[config.mk]
export PLATFORM = sky130hd
export DESIGN_NAME = gh_counter_updn_rld_tc
export DESIGN_NICKNAME = d
export VERILOG_FILES = /design/src/rtl/gh_counter_updn_rld_tc.sv
export SDC_FILE = /design/constraint.sdc
export NUM_CORES = 1
export LEC_CHECK = 0
export CAP_MARGIN = 0
export CORE_MARGIN = 2
export CORE_UTILIZATION = 46
export DETAILED_ROUTE_END_ITERATION = 12
export HOLD_SLACK_MARGIN = 0.03
export MAX_ROUTING_LAYER = met4
export PLACE_DENSITY = 0.79
export SYNTH_ARGS = -nofsm -noshare
export SYNTH_HDL_FRONTEND = slang
export SYNTH_SLANG_ARGS = --single-unit
[constraint.sdc]
create_clock -name CLK -period 2.95 [get_ports CLK]
set_clock_uncertainty 0.2 [all_clocks]
set_input_delay 0.4425 -clock CLK [delete_from_list [all_inputs] [get_ports CLK]]
set_output_delay 0.4425 -clock CLK [all_outputs]
set_load 0.1 [all_outputs]
[src/rtl/gh_counter_updn_rld_tc.sv]
// Up/down counter with a writable reload register. It runs in one-shot mode
// (stops at the terminal value and sets a sticky DONE) or periodic mode (auto-reloads).
module gh_counter_updn_rld_tc #(
  parameter int unsigned          SIZE     = 8,
  parameter logic [SIZE-1:0]      RLD_INIT = '1
) (
  input  logic            CLK,
  input  logic            rst,
  input  logic            LOAD,
  input  logic            CE,
  input  logic            UP,
  input  logic            MODE,
  input  logic [SIZE-1:0] D,
  input  logic            WR_RLD,
  input  logic [SIZE-1:0] RLD_D,
  output logic [SIZE-1:0] Q,
  output logic [SIZE-1:0] RLD_Q,
  output logic            TC,
  output logic            DONE
);

  logic [SIZE-1:0] q;
  logic [SIZE-1:0] rld_q;
  logic            done;
  logic [SIZE-1:0] term_val;
  logic [SIZE-1:0] reload_val;
  logic            at_term;

  // Terminal and reload values come from the pre-write reload register, so a
  // same-cycle WR_RLD only becomes visible on the following cycle.
  always_comb begin
    term_val   = UP ? rld_q : '0;
    reload_val = UP ? '0    : rld_q;
    at_term    = (q == term_val);
  end

  assign TC    = CE & ~LOAD & at_term & ~done;
  assign Q     = q;
  assign RLD_Q = rld_q;
  assign DONE  = done;

  always_ff @(posedge CLK) begin
    if (rst) begin
      q     <= '0;
      rld_q <= RLD_INIT;
      done  <= 1'b0;
    end else begin
      if (WR_RLD)
        rld_q <= RLD_D;
      if (LOAD) begin
        q    <= D;
        done <= 1'b0;
      end else if (CE && !done) begin
        if (!at_term)
          q <= UP ? q + SIZE'(1) : q - SIZE'(1);
        else if (MODE)
          q <= reload_val;
        else
          done <= 1'b1;
      end
    end
  end

endmodule
-- Word level (Yosys, flattened, before mapping)
Cells that the tools add are included.
- add/sub/neg operators: 2
- eq/ne operators: 2
- muxes and demuxes: 7
- bitwise logic cells: 6
- reductions and logical operators: 6
- operator list (operator ; count):
    $mux W8 ; 7
    $add A8 B1 Y8 const B ; 1
    $eq A8 B8 Y1 ; 1
    $sub A8 B1 Y8 const B ; 1
    $and A1 B1 Y1 ; 3
    $ne A3 B3 Y1 const B ; 1
    $not A1 Y1 ; 3
    $reduce_and A3 Y1 ; 1
    $reduce_and A2 Y1 ; 1
    $reduce_bool A2 Y1 ; 1
    $reduce_or A2 Y1 ; 1
    $logic_and A1 B1 Y1 ; 1
    $logic_not A1 Y1 ; 1
- register bits: 17
- input port bits: 23
- output and inout bits: 18
- logic and storage cells: 26

-- Longest topological paths before layout
Gate-level depths: netlist of run 1.
- depth in word-level cells: 5
- gate-level depth with buffers: 10
- mapped depth without buffers: 9

-- Worst setup path before layout of run 1
No wires, ideal clock.
- path kind: reg-to-output
- start: register q[7] (netlist: Q[7])
- end: output TC
- arrival time: 4169 ps
- setup slack: -1861 ps
- stages on the path, launching flop included: 8
- cell sequence: dfxtp_1 buf_4 and4bb_1 a31oi_1 o32ai_1 nand4_2 buf_4 nor3_1
- cells in the longest elaborated chain, start to end: 3
- ends and longest elaborated chain (item ; RTL line ; source):
    start, declared ; 22 ; logic [SIZE-1:0] q;
    start signal, assigned ; 55 ; q <= UP ? q + SIZE'(1) : q - SIZE'(1);
    start signal, assigned ; 57 ; q <= reload_val;
    $eq A8 B8 Y1 ; 34 ; at_term = (q == term_val);
    $and A1 B1 Y1 (2 in series) ; 37 ; assign TC = CE & ~LOAD & at_term & ~done;
    end, declared ; 18 ; output logic TC,
Every way passes these cells.

-- Worst setup path after layout of run 1
- start: input UP
- end: output TC
- cells in the longest elaborated chain, start to end: 4
- ends and longest elaborated chain (item ; RTL line ; source):
    start, declared ; 11 ; input logic UP,
    $mux W8 ; 32 ; term_val = UP ? rld_q : '0;
    $eq A8 B8 Y1 ; 34 ;
    $and A1 B1 Y1 (2 in series) ; 37 ;
Every way passes these cells.

==> results of run 1 <==
[cells by family (layout without fill, tap and decap cells)]
group,Yosys count,count (layout),synth area share [%]
AO/OA/AOI/OAI,40,40,22.0
multiplexers,14,14,10.9
flip-flops,17,17,26.4
XOR/XNOR,9,9,6.10
buffers and inverters,14,68,5.23
adder cells (fa/ha/maj),7,7,7.36
AND/OR/NAND/NOR,54,54,22.0
[metrics by stage]
stage / utilization (%) / hold slack [ps]
floorplan: - / 371
global placement: 67.5 / 303
detailed placement: 67.5 / 314
CTS: 68.4 / 336
global route: 69.4 / 355
finish: 69.4 / 328
[metal layers]
layer	vias up	GRT usage, %	wire length, um
met5	-	-	0
met4	0	7.31	32
met3	4	3.17	145
met2	41	41.9	1840
met1	628	31.8	1620
li1	676	-	-
[critical path, delay by kind of cell]
kind	cells	cell delay, ps
buffers and inverters	4	1000
AND/OR/NAND/NOR	3	480
AO/OA/AOI/OAI	1	270
[sequential cells by signal, indices dropped and copies added, names as in the netlist]
signal and flops:
DONE 1, Q 8, RLD_Q 8
[layout make-up]
cell class	instances	share of cell area (%)
Inverter	7	1.60
Multi-Input combinational cell	124	48.4
Tap cell	31	2.06
Timing Repair Buffer	57	26.3
Sequential cell	17	20.2
Clock buffer	4	1.40
[final timing paths]
| check | cells after the start | endpoint |
|---|---|---|
| max | 8 | TC |
| min | 2 | RLD_Q[6] |
| max reg2reg | 8 | Q[6] |
| min reg2reg | 2 | RLD_Q[6] |
[synthesized netlist by cell type, drive strengths merged]
library cell / count / area share [%]
inv: 6 / 1.7
nand4: 1 / 0.97
nor2: 15 / 4.4
o21bai: 3 / 2.6
a32o: 1 / 0.78
ha: 6 / 5.8
o22ai: 3 / 1.5
buf: 3 / 2.0
fa: 1 / 1.6
nor4: 1 / 0.48
a32oi: 1 / 0.68
nor2b: 1 / 0.48
a21oi: 9 / 3.5
and2: 4 / 1.9
nand2b: 1 / 0.48
nand2: 16 / 4.7
o21ai: 3 / 1.2
o32ai: 4 / 2.7
o21a: 1 / 0.58
mux2i: 13 / 10
xor2: 1 / 0.68
and3b: 1 / 0.68
a31oi: 7 / 3.4
nor3b: 1 / 0.58
a211oi: 2 / 1.6
dfxtp: 17 / 26
clkinv: 1 / 0.29
a21o: 2 / 1.2
nor3: 4 / 1.6
o211ai: 3 / 1.7
o41ai: 1 / 0.68
xnor2: 8 / 5.4
mux2: 1 / 0.87
clkbuf: 4 / 1.2
nand3: 5 / 1.9
and4bb: 4 / 3.9
[timing repair]
action | in CTS | in global routing
gates resized for setup | 0 | 4
buffers inserted | 0 | 1
setup endpoints to repair | 0 | 3
hold buffers | 0 | 0
hold endpoints to repair | 0 | 0
[report_power, final]
group	switching [mW]	internal (mW)
Sequential	0.0329	0.248
Clock	0.0767	0.0526
Combinational	0.237	0.155
==> impl_metrics.json, run 1 <==
{
  "final_cell_mix": "buf_4 (34), clkdlybuf4s50_1 (22), nand2_1 (16)",
  "worst_setup_path_start_kind": "input pin",
  "critical_path.startpoint": "UP",
  "fin_ws_ps": 98.5,
  "coreArea_sq_um": 2710,
  "critPathKind": "in2out",
  "drc": 0,
  "pin_count": 41,
  "synth_cells": 155,
  "path_clk_slew_ps": 100,
  "placed_area_sq_um": 1830,
  "viasPerCell": 5.62,
  "setup_viol": 0,
  "tightest_slew_ps": 460,
  "yosysWarnings": 0,
  "total_leakage_power_nw": 0.833,
  "port_buffers": 40,
  "cts-buffers-inserted": 3,
  "grt_remaining_overflow": 0,
  "syn_area_sq_um": 1290,
  "ir_drop_mv": 0.279,
  "die_x_um": 57.0,
  "cts_tree": "yes",
  "cpMaxStageDelayCell": "clkdlybuf4s50_1",
  "power_mw": 0.802,
  "outcome": "finished, final reports clean",
  "ff_latch_area_sq_um": 380,
  "placed_cells": 235,
  "clk_latency_ps": 290,
  "fmax_ghz": 0.351,
  "multi_input_area_sq_um": 911,
  "drtAntennaViolNets": 0,
  "cts_max_level": 1,
  "cts_max_path_buffers": 2,
  "crit_path_max_fanout": 8,
  "synth_seq_cells": 17,
  "hp-class": "reg2reg",
  "wl_per_cell_um": 15.2,
  "dieArea_sq_um": 3250,
  "rows": 19,
  "yosysUniqueCellTypes": 40,
  "clock-sinks": 17,
  "worstPathCellList": "clkdlybuf4s50_1 -> clkinvlp_4 -> buf_4 -> nor2_1 -> o32ai_1 -> nand4_2 -> nor3_4 -> buf_12",
  "avgSynthCellArea_sq_um": 8.33,
  "antenna_found_initial": 0,
  "num_vias": 1349,
  "syn-num-nets": 185,
  "slowest_delay_ps": 460,
  "max_cap_viol_count": 0,
  "ys_seq_area_share_pct": 26.4,
  "place_congestion": 0.879,
  "grt_pass1_wl_mm": 6.28,
  "layout_commonest_cell": "buf_4",
  "slew_headroom_pct": 69.2,
  "p_per_area_nw_per_um2": 426,
  "required_ps": 2310,
  "hp-start": "RLD_Q[6]",
  "drive_above_1_share_pct": 30.1,
  "die_y_um": 57.0,
  "end_kind": "primary output",
  "rrSetupSlack_ps": 640,
  "grt_usage_pct": 25.1,
  "rsz0062_at_grt": "no",
  "maxSlewViolCount": 0,
  "routed_wl_mm": 3.64,
  "finalInstanceArea_sq_um": 1880,
  "root_buffer": "clkbuf_4",
  "final.period_utilization_pct": 96.7,
  "fill_cells": 226,
  "area_growth_pct": 45.7,
  "hold_viol": 0,
  "dp_worst_setup_slack_ps": -168,
  "hpwl_mm": 2.81,
  "start_util_pct": 47.6,
  "instances_no_fill": 240,
  "initialDrtViolationCount": 55,
  "diodes": 0,
  "grt_pass1_vias": 1383,
  "min_period_ps": 2850,
  "fin_tns_setup_ps": 0,
  "grt_start_max_net_pins": 12,
  "crit_arrival_ps": 2210,
  "drt-pass1-iter-count": 4,
  "worstReg2RegStart": "Q[0]",
  "layout.nets": 240
}
Power figures use the tool's default switching activity.
==> run 2: changes to the inputs <==
Settings changed: TNS_END_PERCENT from default to 20.
==> results of run 2 <==
Final layout, timing and power as in run 1 (identical DEF).
==> run 3: changes to the inputs <==
Settings changed: CELL_PAD_IN_SITES_DETAIL_PLACEMENT from default to 1, CELL_PAD_IN_SITES_GLOBAL_PLACEMENT from default to 2, CORE_UTILIZATION 46 to 26, PLACE_DENSITY 0.79 to default, PLACE_DENSITY_LB_ADDON from default to 0.1.
==> impl_metrics.json, run 3 (synthesized netlist as in run 1, its figures left out) <==
{
  "clk_latency_ps": 260,
  "ir_drop_mv": 0.166,
  "die_x_um": 74.5,
  "place_congestion": 0.834,
  "routed_wl_mm": 4.36,
  "maxSlewViolCount": 0,
  "crit_arrival_ps": 1930,
  "placed_area_sq_um": 1850,
  "grt_pass1_vias": 1323,
  "cts_max_path_buffers": 2,
  "whs_ps": 329,
  "viasPerCell": 5.07,
  "rows": 25,
  "tightest_slew_ps": 543,
  "critPathKind": "in2out",
  "hold_viol": 0,
  "holdPathStages": 2,
  "cts_max_level": 1,
  "hpwl_mm": 3.39,
  "drtAntennaViolNets": 0,
  "layout.nets": 238,
  "drive_above_1_share_pct": 29.5,
  "initialDrtViolationCount": 67,
  "slew_headroom_pct": 63.7,
  "start_util_pct": 27.2,
  "outcome": "finished, final reports clean",
  "grt_start_max_net_pins": 15,
  "rsz0062_at_grt": "no",
  "grt_pass1_wl_mm": 6.85,
  "grt_remaining_overflow": 0,
  "required_ps": 2310,
  "drc": 0,
  "hp-class": "reg2reg",
  "p_per_area_nw_per_um2": 442,
  "port_buffers": 40,
  "cts_tree": "yes",
  "layout_commonest_cell": "buf_4",
  "root_buffer": "clkbuf_8",
  "rr_worst_depth": 10,
  "fill_cells": 576,
  "end_kind": "primary output",
  "final.period_utilization_pct": 87.3,
  "pin_count": 41,
  "min_period_ps": 2580,
  "path_clk_slew_ps": 70,
  "dieArea_sq_um": 5550,
  "placed_cells": 268,
  "setup_viol": 0,
  "total_leakage_power_nw": 0.836,
  "worst_setup_path_start_kind": "input pin",
  "fmax_ghz": 0.388,
  "area_growth_pct": 50.0,
  "grt_usage_pct": 17.0,
  "instances_no_fill": 274,
  "cts-buffers-inserted": 3,
  "die_y_um": 74.5,
  "fin_tns_setup_ps": 0,
  "crit_path_max_fanout": 7,
  "clock-sinks": 17,
  "hold_buffers": 0,
  "power_mw": 0.855,
  "final_cell_mix": "buf_4 (31), clkdlybuf4s50_1 (21), nand2_1 (16)",
  "wl_per_cell_um": 15.9,
  "multi_input_area_sq_um": 915,
  "drt-pass1-iter-count": 4,
  "diodes": 0,
  "antenna_found_initial": 0,
  "coreArea_sq_um": 4750,
  "max_cap_viol_count": 0,
  "ff_latch_area_sq_um": 380,
  "num_vias": 1389,
  "rrSetupSlack_ps": 630,
  "finalInstanceArea_sq_um": 1940
}
[run 3: cell types whose count changed in the layout (fill, tap and decap cells not counted), sizes merged]
cell,previous run,this run
buf,35,32
dlymetal6s2s,0,1
clkdlybuf4s50,22,21
clkinvlp,1,2
[run 3: power by group]
| part | internal (mW) | total (mW) | leakage [nW] | switching [mW] |
|---|---|---|---|---|
| combinational | 0.150 | 0.386 | 0.670 | 0.235 |
| sequential | 0.248 | 0.283 | 0.143 | 0.0352 |
| clock | 0.0962 | 0.186 | 0.0228 | 0.0901 |
| total | 0.495 | 0.855 | 0.836 | 0.361 |
[run 3: repair_timing]
action,4_1_cts,5_1_grt
setup endpoints to repair,0,4
gates resized for setup,0,6
buffers inserted,0,1
[run 3: critical path: stages]
cell            delay [ps]
dlymetal6s2s_1         200
clkinvlp_4             140
buf_4                  160
nor2_1                  50
o32ai_1                270
nand4_2                240
nor3_4                 210
buf_12                 200
[run 3: cell type report]
cell class | count | area share, %
well taps | 67 | 4.33
repair buffers | 54 | 24.5
flip-flops and latches | 17 | 19.6
repair inverters | 1 | 0.388
inverters | 7 | 1.55
clock buffers | 4 | 2.33
multi-input cells | 124 | 47.2
[run 3: path summary, 6_finish.rpt]
path | to | from
worst max-delay path | TC | UP
worst min register to register | DONE | DONE
worst max register to register | Q[3] | Q[6]
worst min-delay path | DONE | DONE
[run 3: metrics by stage]
stage / setup slack [ps] / utilization [%]
6_report: 374 / 40.7
3_3_place_gp: -62.8 / 38.9
3_5_place_dp: -141 / 38.9
2_1_floorplan: 14.7 / -
4_1_cts: 19.7 / 39.9
5_1_grt: 276 / 40.7
[run 3: layer usage]
layer | GRT usage (%) | vias up | wire length (um)
li1 | - | 673 | -
met2 | 28.5 | 39 | 2230
met1 | 21.0 | 672 | 1850
met5 | - | - | 0
met3 | 2.44 | 5 | 221
met4 | 5.36 | 0 | 54
